`src/rtl/pipe_stage_reg_pkg.sv`:
```
// Shared encodings for the pipeline boundary registers: stall/reset levels,
// the zero word, per-stage NOP payloads and the one-hot stage action.
package pipe_stage_reg_pkg;

    // Stall vector levels: 1 = stage stopped.
    localparam logic STOP    = 1'b1;
    localparam logic NO_STOP = 1'b0;

    // Reset level for the existing codebase (synchronous, active-high).
    localparam logic RST_ENABLE = 1'b1;

    localparam logic [63:0] ZERO_WORD = 64'h0;

    // NOP payload encodings per stage boundary (all-zero packed fields decode
    // as a harmless "no instruction" in every downstream stage).
    localparam logic [63:0] NOP_IF_ID  = ZERO_WORD;
    localparam logic [63:0] NOP_ID_EX  = ZERO_WORD;
    localparam logic [63:0] NOP_EX_MEM = ZERO_WORD;
    localparam logic [63:0] NOP_MEM_WB = ZERO_WORD;

    // One-hot action taken by a boundary register on a given edge.
    typedef enum logic [4:0] {
        OP_RST    = 5'b10000,
        OP_FLUSH  = 5'b01000,
        OP_BUBBLE = 5'b00100,
        OP_ADV    = 5'b00010,
        OP_HOLD   = 5'b00001
    } stage_op_e;

endpackage

```
`src/rtl/pipe_stall_dec.sv`:
```
// Stall decoder: maps (rst, flush, own stall bit, downstream stall bit) onto a
// one-hot stage action and flags non-monotonic stall patterns.
// Purely combinational.
module pipe_stall_dec
    import pipe_stage_reg_pkg::*;
(
    input  logic      rst,
    input  logic      flush,
    input  logic      stall_s,    // stall bit of this register's upstream stage
    input  logic      stall_d,    // stall bit of the downstream stage
    output stage_op_e op,
    output logic      stall_err
);

    // Priority decode: rst > flush > hold (downstream stopped) > bubble > advance.
    // NOTE: every output gets a default before any branch, so no path leaves it
    // unassigned and no latch is inferred.
    always_comb begin
        op        = OP_HOLD;
        stall_err = 1'b0;
        if (rst == RST_ENABLE) begin
            op = OP_RST;
        end else begin
            // Upstream running while downstream is stopped: treated as hold
            // below, but reported so the stall generator can be debugged.
            stall_err = (stall_s == NO_STOP) && (stall_d == STOP);
            if (flush) begin
                op = OP_FLUSH;
            end else if (stall_d == STOP) begin
                op = OP_HOLD;
            end else if (stall_s == STOP) begin
                op = OP_BUBBLE;
            end else begin
                op = OP_ADV;
            end
        end
    end

endmodule

```
`src/rtl/pipe_stage_reg.sv`:
```
// Pipeline boundary register between two CPU stages. Holds the registered
// payload/valid, the multi-cycle scratch (accumulator + step counter) fed back
// upstream, the stall_err flag and, optionally, performance counters.
// Optional feature: define PIPE_STAGE_PERF_EN to build the saturating
// perf_stall / perf_flush counters; otherwise both ports are tied to zero.
module pipe_stage_reg
    import pipe_stage_reg_pkg::*;
#(
    parameter int                DATA_W  = 64,
    parameter logic [DATA_W-1:0] NOP_VAL = '0,
    parameter int                STALL_W = 6,
    parameter int                STAGE   = 3,
    parameter int                MC_W    = 64,
    parameter int                CNT_W   = 2,
    parameter int                PERF_W  = 16
) (
    input  logic              clk,
    input  logic              rst,
    input  logic [STALL_W-1:0] stall,
    input  logic              flush,
    input  logic              in_valid,
    input  logic [DATA_W-1:0] in_data,
    input  logic [MC_W-1:0]   mc_tmp_i,
    input  logic [CNT_W-1:0]  mc_cnt_i,
    output logic              out_valid,
    output logic [DATA_W-1:0] out_data,
    output logic [MC_W-1:0]   mc_tmp_o,
    output logic [CNT_W-1:0]  mc_cnt_o,
    output logic              stall_err,
    output logic [PERF_W-1:0] perf_stall,
    output logic [PERF_W-1:0] perf_flush
);

    stage_op_e op;
    logic      stall_err_d;

    // Only two bits of the global stall vector concern this register.
    logic unused_stall;
    assign unused_stall = ^stall;

    pipe_stall_dec u_dec (
        .rst       (rst),
        .flush     (flush),
        .stall_s   (stall[STAGE]),
        .stall_d   (stall[STAGE+1]),
        .op        (op),
        .stall_err (stall_err_d)
    );

    logic              out_valid_d, out_valid_q;
    logic [DATA_W-1:0] out_data_d,  out_data_q;
    logic [MC_W-1:0]   mc_tmp_d,    mc_tmp_q;
    logic [CNT_W-1:0]  mc_cnt_d,    mc_cnt_q;
    logic              stall_err_q;

    // Next payload and scratch state; reset is folded in here because the
    // codebase uses a synchronous reset.
    always_comb begin
        out_valid_d = out_valid_q;
        out_data_d  = out_data_q;
        mc_tmp_d    = mc_tmp_q;
        mc_cnt_d    = mc_cnt_q;
        unique case (op)
            OP_RST, OP_FLUSH: begin
                out_valid_d = 1'b0;
                out_data_d  = NOP_VAL;
                mc_tmp_d    = '0;
                mc_cnt_d    = '0;
            end
            OP_BUBBLE: begin
                out_valid_d = 1'b0;
                out_data_d  = NOP_VAL;
                mc_tmp_d    = mc_tmp_i;
                mc_cnt_d    = mc_cnt_i;
            end
            OP_ADV: begin
                out_valid_d = in_valid;
                out_data_d  = in_data;
                mc_tmp_d    = '0;
                mc_cnt_d    = '0;
            end
            OP_HOLD: begin
                mc_tmp_d    = mc_tmp_i;
                mc_cnt_d    = mc_cnt_i;
            end
            default: ;
        endcase
    end

    // State registers: plain copies of the computed next state.
    // NOTE: sequential state uses non-blocking assignments so every flop
    // samples its _d value from before the edge.
    always_ff @(posedge clk) begin
        out_valid_q <= out_valid_d;
        out_data_q  <= out_data_d;
        mc_tmp_q    <= mc_tmp_d;
        mc_cnt_q    <= mc_cnt_d;
        stall_err_q <= stall_err_d;
    end

    assign out_valid = out_valid_q;
    assign out_data  = out_data_q;
    assign mc_tmp_o  = mc_tmp_q;
    assign mc_cnt_o  = mc_cnt_q;
    assign stall_err = stall_err_q;

`ifdef PIPE_STAGE_PERF_EN
    logic [PERF_W-1:0] perf_stall_d, perf_stall_q;
    logic [PERF_W-1:0] perf_flush_d, perf_flush_q;

    // Saturating event counters, cleared only by reset.
    always_comb begin
        perf_stall_d = perf_stall_q;
        perf_flush_d = perf_flush_q;
        if (op == OP_RST) begin
            perf_stall_d = '0;
            perf_flush_d = '0;
        end else begin
            if ((op == OP_BUBBLE || op == OP_HOLD) && perf_stall_q != '1) begin
                perf_stall_d = perf_stall_q + PERF_W'(1);
            end
            if (op == OP_FLUSH && perf_flush_q != '1) begin
                perf_flush_d = perf_flush_q + PERF_W'(1);
            end
        end
    end

    // Counter registers.
    always_ff @(posedge clk) begin
        perf_stall_q <= perf_stall_d;
        perf_flush_q <= perf_flush_d;
    end

    assign perf_stall = perf_stall_q;
    assign perf_flush = perf_flush_q;
`else
    assign perf_stall = '0;
    assign perf_flush = '0;
`endif

endmodule

```
`config.mk`:
```
export PLATFORM = sky130hd
export DESIGN_NAME = pipe_stage_reg
export DESIGN_NICKNAME = d
export VERILOG_FILES = /design/src/rtl/pipe_stage_reg_pkg.sv /design/src/rtl/pipe_stall_dec.sv /design/src/rtl/pipe_stage_reg.sv
export SDC_FILE = /design/constraint.sdc
export NUM_CORES = 1
export LEC_CHECK = 0
export ABC_CLOCK_PERIOD_IN_PS = 7400
export CORE_MARGIN = 2
export CORE_UTILIZATION = 35
export DETAILED_ROUTE_END_ITERATION = 6
export GPL_TIMING_DRIVEN = 0
export PLACE_DENSITY = 0.74
export SYNTH_ARGS = -nofsm -noshare
export SYNTH_HDL_FRONTEND = slang
export SYNTH_HIERARCHICAL = 1
export SYNTH_SLANG_ARGS = --single-unit
```
`constraint.sdc`:
```
create_clock -name clk -period 7.4 [get_ports clk]
set_input_delay 1.48 -clock clk [delete_from_list [all_inputs] [get_ports clk]]
set_output_delay 1.48 -clock clk [all_outputs]
set_load 0.02 [all_outputs]
```
Word level (Yosys, flattened, before mapping)

Index checks and enable logic that the tools add are counted.

Equal/unequal tests: 5
Muxes and demuxes: 8
Bitwise gates (word level): 1
Reductions and logical operators: 6

Operators with widths:

| operator                                                         | number |
|---|---|
| 64-bit one-hot mux with 2 select lines                           | 2 |
| 5-bit 2-to-1 mux                                                 | 3 |
| 3-bit OR reduction                                               | 2 |
| 5-bit by 1-bit == test with 1-bit output (second input constant) | 1 |
| 5-bit by 2-bit == test with 1-bit output (second input constant) | 1 |
| 5-bit by 3-bit == test with 1-bit output (second input constant) | 1 |
| 5-bit by 4-bit == test with 1-bit output (second input constant) | 1 |
| 5-bit == test (second input constant)                            | 1 |
| 2-bit one-hot mux with 2 select lines                            | 1 |
| 2-bit nonzero test                                               | 2 |
| 3-bit 2-to-1 mux                                                 | 1 |
| 1-bit one-hot mux with 2 select lines                            | 1 |
| 2-bit OR reduction                                               | 1 |
| 1-bit logical AND                                                | 1 |
| 1-bit NOT                                                        | 1 |

Flip-flop bits (word level): 132
Input bits: 140
Output and inout bits: 164
Logic and storage cells: 25

Logic depth before layout (Yosys ltp)

Gate-level depths: netlist of run 1.

Depth in word-level cells: 7
Depth in mapped cells: 7
Depth with buffers taken out: 4

Hierarchy

The synthesis of run 1 kept the hierarchy.

By module, submodules not included:

| module         | instances | cells each | area an instance (um^2) | seq. area each (um^2) |
|---|---|---|---|---|
| pipe_stage_reg | 1         | 330        | 5273.8                  | 3953.8 |
| pipe_stall_dec | 1         | 6          | 58.8                    | 0.0 |

Worst setup path after synthesis of run 1

No wires, ideal clock.

Kind: input to register
Start point: input rst
End point: register mc_cnt_q[0], in the netlist mc_cnt_o[0], enable pin
Setup time: 0.581 ns
Arrival time: 6.778 ns
Required time: 6.819 ns
Path slack: 0.041 ns
Stages: 5
Path buffers: 1
Cells stage by stage: nor4_2 buf_2 xor2_1 mux2i_1 o21ai_0

Word-level cells in the longest chain between the ends: 4
Elaborated cells on any way between the ends: 9
Those cells by class: eq/ne: 5; mux: 1; reduce/logical: 3

RTL lines:

| item                                                                      | line                 | text |
|---|---|---|
| from (decl)                                                               | pipe_stage_reg.sv:18 | `input logic rst,` |
| 5-bit 2-to-1 mux *                                                        | pipe_stall_dec.sv:21 | `if (rst == RST_ENABLE) begin` |
| 5-bit by 2-bit == test with 1-bit output (tied with other cells)          | pipe_stage_reg.sv:63 | `unique case (op)` |
| 3-bit OR reduction (no line) / 2-bit OR reduction (equally long branches) | --                   |  |
| 2-bit nonzero test (no line) *                                            | --                   |  |
| to (signal assigned)                                                      | pipe_stage_reg.sv:97 | `mc_cnt_q <= mc_cnt_d;` |
| to (decl)                                                                 | pipe_stage_reg.sv:53 | `logic [CNT_W-1:0] mc_cnt_d, mc_cnt_q;` |

Mark *: on every way between the ends. The rest lies on a longest branch, timed or not.
A chain may end at the register's enable or synchronous reset.

Worst setup path after layout of run 1

Start point: input rst
End point: register mc_tmp_q[35], in the netlist mc_tmp_o[35], enable pin

Word-level cells in the longest chain between the ends: 4
Elaborated cells on any way between the ends: 9
Those cells by class: eq/ne: 5; mux: 1; reduce/logical: 3

RTL lines:

| item                                                                      | line                 | text |
|---|---|---|
| 5-bit 2-to-1 mux *                                                        | pipe_stall_dec.sv:21 |  |
| named net op[1]                                                           | pipe_stage_reg.sv:34 | `stage_op_e op;` |
| 5-bit by 2-bit == test with 1-bit output (tied with other cells)          | pipe_stage_reg.sv:63 |  |
| 3-bit OR reduction (no line) / 2-bit OR reduction (equally long branches) | --                   |  |
| 2-bit nonzero test (no line) *                                            | --                   |  |
| to (signal assigned)                                                      | pipe_stage_reg.sv:96 | `mc_tmp_q <= mc_tmp_d;` |
| to (decl)                                                                 | pipe_stage_reg.sv:52 | `logic [MC_W-1:0] mc_tmp_d, mc_tmp_q;` |

The timed path passes the listed nets; every way through them passes the cells marked *.

==> summary.txt, run 1 <==
Placed design
  • Setup WS pre-CTS: around 3.2 ns
  • Gpl congestion: between 0.7 and 0.8
  • Post-DP HPWL: ~10,000 um
  • Port Buffers: approximately 270

Power and ir drop
  • Internal power: approximately 1.6 mW
  • Sequential power share: between 40% and 50%
  • P_leak: 3.34 nW
  • VDD IR max: 0.144 mV
  • Net Switching: between 500 and 600 uW
  • Switching Fraction: around a quarter
  • PwrDens: approximately 240 nW/um2
  • Clock share of power: 34.8%
  • Logic pwr share: approximately a fifth

Clock network
  • Root Driver: clkbuf_16
  • Setup Fix Bufs, Post-CTS: 0
  • Bufs on Longest Clock Path: 2
  • CTS tree: built
  • Post-CTS sizing: 0
  • CTS Sinks: ~130
  • Total CTS buffers: 17
  • H-tree Lvls: 4
  • Clk slew on worst S/H paths: 0.05 ns
  • Hold buffers post-CTS: 0

GRT
  • GR Util All Layers: 16.4%
  • Remaining Overflow, GRT: 0
  • Number of global-route vias before repair: 3,649
  • Pin count of the biggest net entering global routing: 31
  • First-pass GRT wire length: around 20,000 um
  • Antenna violations before repair: 0

Synthesis
  • Top FF cell, synth: edfxtp_1
  • Synth Warn #: 6
  • Library cells used by synthesis: 25
  • Top cells by count, synth: and2_1 (131), edfxtp_1 (131), buf_4 (36)
  • Largest area contributor in the netlist: edfxtp_1
  • Sequential area share after synthesis: between 70% and 80%
  • Syn_area_per_cell: roughly 16 um2
  • Yosys top cell area share: roughly three quarters
  • Area contributors post-synth: edfxtp_1 (74%), and2_1 (15%), buf_4 (5.1%)
  • Post-synthesis register bit count: approximately 130
  • Mapped cell area: ~5300 um2
  • Mapped Cells: roughly 340
  • Number of flops mapped to enable cells by yosys: 131
  • Post-synth ARST share: 0%

Cells and area
  • Footprint of the multi-input gates: 1140 um2
  • Final core utilization: 59.9%
  • P&R area growth vs syn: 69.0%
  • Layout cells sized above 1: 12.7%
  • Reg area: ~4000 um2
  • ANT cells: 0
  • Layout fillers: 1,166
  • Nets: between 700 and 800

Die
  • # IOs: about 300
  • Die W: around 130 um
  • Area of the die: 16,200 um2
  • Vert. Die Dim: 127 um
  • Core footprint: between 15,000 and 20,000 um2
  • Row count: between 40 and 50
  • Starting Density: 35.5%

STA
  • Final Max Tran Viols: 0
  • Least-Margin Pin Slew: between 0.7 and 0.8 ns
  • Final WS setup: ~3.6 ns
  • Period minus WS final: about 3.8 ns
  • Tcrit/Tclk final: approximately half
  • Unrepaired setup endpoints after global routing: false
  • FMAX: around 270 MHz
  • Slew headroom: a little under half
  • Hold Slack: 1.70 ns
  • Setup TNS: 0 ns
  • Final setup fails: 0
  • Final hold violation count: 0

Detailed routing
  • Final ANT Viol Nets: 0
  • DRC: 0
  • Via count: 3,582
  • Drt first pass iters: 4
  • Final Routed Wirelength: around 13,000 um
  • Via density: about 4.2
  • DR WL/cell: 15.7 um
  • 1st-iter DRT viols: 123

Setup path
  • Worst path arrival time: ~3.9 ns
  • CP max FO: 26
  • Critical path class: input pin to register
  • WP data required: between 7 and 8 ns
  • Setup crit end kind: register
  • Crit start category: input pin

Run
  • Max Cap Viol: 0

Hold path
  • Hold crit path type: input pin to register

Outcome
  • Run status: finished clean
[power by group through the flow]
stage	clock network [mW]	logic, mW	registers, mW
floorplan	0	0.0663	1.09
global placement	0	0.439	0.972
detailed placement	0	0.459	0.962
CTS	0.766	0.461	0.947
global route	0.802	0.477	0.954
finish	0.750	0.457	0.946
[cells by family after synthesis]
family          synth area share [%]
simple gates                    17.7
flops                           74.1
buf+inv                         7.02
compound gates                 0.375
xor+xnor                       0.493
mux                            0.188
other cells                   0.0703
[placed cells by master, fill, tap and decap left out]
cell and count:
clkinvlp_4 3, buf_16 3, xor2_1 2, clkbuf_2 4, buf_4 36, clkinv_1 1
nor2b_1 2, nor3_1 1, clkinv_4 1, bufinv_16 1, and2_1 131, o21ai_0 2
nand2b_1 1, edfxtp_1 131, nor4b_2 1, xnor2_1 1, and2b_2 1, o21ai_4 1
conb_1 32, clkbuf_1 8, nor3_2 1, clkdlybuf4s50_1 267, dfxtp_1 1, clkinv_2 4
clkbuf_16 17, nor4b_4 1, buf_6 6, buf_2 1, nor2_1 2, buf_12 1
nor4_2 1, a21oi_4 1, nor3b_1 2, or2_4 1, mux2i_1 1
[final cells by class]
type | count | area share (%)
flip-flops and latches | 132 | 43.9
clock buffers | 22 | 4.93
well taps | 188 | 2.61
repair buffers | 271 | 30.8
clock inverters | 10 | 0.944
multi-input cells | 185 | 12.7
plain buffers | 50 | 4.15
[final timing paths]
| check | start | end | depth (start not counted) |
|---|---|---|---|
| worst max-delay path | rst | mc_tmp_o[35] | 8 |
| worst min-delay path | stall[3] | stall_err | 2 |
[state kept, by name, indices dropped and copies added, names as in the netlist]
| name | count |
|---|---|
| mc_tmp_o | 64 |
| out_data | 64 |
| mc_cnt_o | 2 |
| out_valid | 1 |
| stall_err | 1 |
[per-layer routing]
| metal | global-route usage, % | vias up | share of wire [%] |
|---|---|---|---|
| met5 | 0 | - | 0 |
| met4 | 7.18 | 0 | 2.8 |
| met3 | 5.07 | 26 | 6.8 |
| met2 | 28.6 | 168 | 53 |
| met1 | 18.5 | 1657 | 38 |
| li1 | - | 1731 | - |
[critical path: stages]
cell,delay (ns)
clkdlybuf4s50_1,0.51
nor4_2,0.28
buf_2,0.22
xor2_1,0.16
mux2i_1,0.13
o21ai_4,0.64
buf_16,0.24
buf_16,0.19
[stage by stage]
stage	instances	power (mW)	cell area, um2
6_report	858	2.15	9010
5_1_grt	858	2.23	9010
4_1_cts	858	2.17	9010
3_5_place_dp	826	1.42	8480
3_3_place_gp	822	1.41	8360
2_1_floorplan	367	1.15	5450
No activity file was read; power rests on OpenSTA's default activity.
==> run 2, diff against run 1 <==
- ABC_CLOCK_PERIOD_IN_PS: 7400 -> 3800
- CORE_UTILIZATION: 35 -> 38
- PLACE_DENSITY: 0.74 -> 0.76
- clock period: 7.4 -> 3.8 ns (I/O delays scaled with it)
==> summary.txt, run 2 (synthesis gave the netlist of run 1 again) <==
Outcome
  • Run status: finished clean

Placed design
  • Setup WS pre-CTS: 0.310 ns (-2.86 ns)
  • Port Buffers: 267 (unchanged)
  • Gpl congestion: 0.774 (+0.72%)
  • Post-DP HPWL: 10,600 um (+1.8%)
  • Placed Cells: 818 (-0.97%)

Cells and area
  • Reg area: 3950 um2 (unchanged)
  • Layout Cells excl Fill: 850 (-0.93%)
  • Layout cells sized above 1: 13.1% (+0.45 points)
  • Most frequent cells in the layout: clkdlybuf4s50_1 (267), and2_1 (131), edfxtp_1 (131), buf_4 (36), conb_1 (32)
  • Layout fillers: 1,016 (-13%)
  • Nets: 797 (unchanged)
  • Footprint of the multi-input gates: 1140 um2 (unchanged)
  • Commonest non-fill, non-tap cell in the layout: clkdlybuf4s50_1
  • ANT cells: 0 (unchanged)
  • P&R area growth vs syn: 70.2%

Setup path
  • Critical path class: input pin to register
  • Setup crit end: out_data[52]
  • WP data required: 3.91 ns (-3.60 ns)
  • CP max FO: 28 (+7.7%)
  • Crit start category: input pin
  • Worst path arrival time: 3.16 ns (-0.72 ns)
  • Setup crit end kind: register
  • CP startpoint: rst

Clock network
  • H-tree Lvls: 4 (unchanged)
  • CTS tree: built
  • Total CTS buffers: 17 (unchanged)
  • Bufs on Longest Clock Path: 2 (unchanged)
  • CTS Sinks: 132 (unchanged)
  • Clk slew on worst S/H paths: 0.06 ns (about the same)
  • Post-CTS sizing: 0 (unchanged)
  • Setup Fix Bufs, Post-CTS: 0 (unchanged)
  • Root Driver: clkbuf_16
  • Hold buffers post-CTS: 0 (unchanged)

STA
  • Period minus WS final: 3.05 ns
  • Final WS setup: 0.748 ns (-2.88 ns)
  • Slew headroom: 49.7% (+2.8 points)
  • Setup TNS: 0 ns (unchanged)
  • Unrepaired setup endpoints after global routing: false
  • Final setup fails: 0 (unchanged)
  • Final hold violation count: 0 (unchanged)
  • Least-Margin Pin Slew: 0.751 ns (-0.0415 ns)
  • Final Max Tran Viols: 0 (unchanged)
  • Tcrit/Tclk final: 80.3%
  • FMAX: between 300 and 400 MHz

Die
  • Row count: 43 (-4.4%)
  • Vert. Die Dim: 122 um (-3.9%)
  • Core footprint: 13,800 um2 (-8.4%)
  • Die W: 122 um (-3.9%)
  • # IOs: 304 (unchanged)
  • Starting Density: 38.7% (+3.2 points)
  • Area of the die: 15,000 um2 (-7.7%)

Detailed routing
  • DRC: 0 (unchanged)
  • Via density: 4.28 (+2.4%)
  • 1st-iter DRT viols: 168 (+37%)
  • Final Routed Wirelength: 13,700 um (+1.8%)
  • Routed length on met1: 4720 um (-6.6%)
  • WL met3: 1410 um (+53%)
  • Highest Signal Layer: met4
  • Final ANT Viol Nets: 0 (unchanged)
  • DR WL/cell: 16.1 um (+2.8%)
  • Via count: 3,634 (+1.5%)
  • Metal2 WL: 7120 um (+0.59%)
  • Drt first pass iters: 4 (unchanged)

Power and ir drop
  • PwrDens: 487 nW/um2 (+100%)
  • P_leak: 3.38 nW (+1.2%)
  • VDD IR max: 0.252 mV (+75%)
  • Design Power: 4.42 mW (+110%)

Hold path
  • Hold crit path type: input pin to register

GRT
  • Antenna violations before repair: 0 (unchanged)
  • Pin count of the biggest net entering global routing: 29 (-6.5%)
  • GR Util All Layers: 17.8% (+1.4 points)
  • Number of global-route vias before repair: 3,579 (-1.9%)
  • First-pass GRT wire length: 19,200 um (-3.1%)
  • Remaining Overflow, GRT: 0 (unchanged)

Run
  • Max Cap Viol: 0 (unchanged)
[run 2: cell count changes in the layout (fill, tap and decap cells not counted), sizes merged]
cell,before,now
clkbuf,29,25
clkinvlp,3,2
bufinv,1,4
inv,0,2
[run 2: layout make-up]
type | instances | area share, %
clock buffers | 18 | 4.73
clock inverters | 14 | 2.03
plain buffers | 50 | 4.12
flip-flops and latches | 132 | 43.6
multi-input cells | 185 | 12.6
well taps | 180 | 2.48
repair buffers | 271 | 30.5
[run 2: report_power, final]
| group | total [mW] | switching, mW | internal, mW |
|---|---|---|---|
| clock network | 1.68 | 0.591 | 1.09 |
| logic | 0.894 | 0.435 | 0.458 |
| registers | 1.84 | 0.0459 | 1.79 |
[run 2: worst min path at each step]
stage	from	endpoint	slack [ns]	cells past startpoint
finish	stall[3]	stall_err	0.99	2
floorplan	rst	stall_err	0.84	1
CTS	stall[3]	stall_err	0.96	2
global placement	stall[3]	stall_err	1.39	2
detailed placement	stall[3]	stall_err	1.41	2
global route	mc_tmp_i[2]	mc_tmp_o[2]	0.99	2
[run 2: per-stage QoR]
stage               util, %  instance area, um2  hold WS [ns]
finish                 65.9                9080         0.992
global route           65.9                9080         0.987
CTS                    65.9                9080         0.964
detailed placement     61.5                8460          1.41
global placement       60.7                8350          1.39
floorplan                 -                5460         0.835
[run 2: worst max-delay path, stage by stage]
cell             delay (ns)
clkdlybuf4s50_1        0.60
and2b_2                0.27
or2_4                  0.27
nand2b_1               0.19
a21oi_4                0.60
buf_16                 0.25
buf_12                 0.20
[run 2: layer usage]
| layer | up-vias | global-route usage [%] |
|---|---|---|
| met2 | 206 | 31.5 |
| met4 | 0 | 9.91 |
| li1 | 1736 | - |
| met3 | 31 | 6.97 |
| met1 | 1661 | 18.0 |
| met5 | - | 0 |
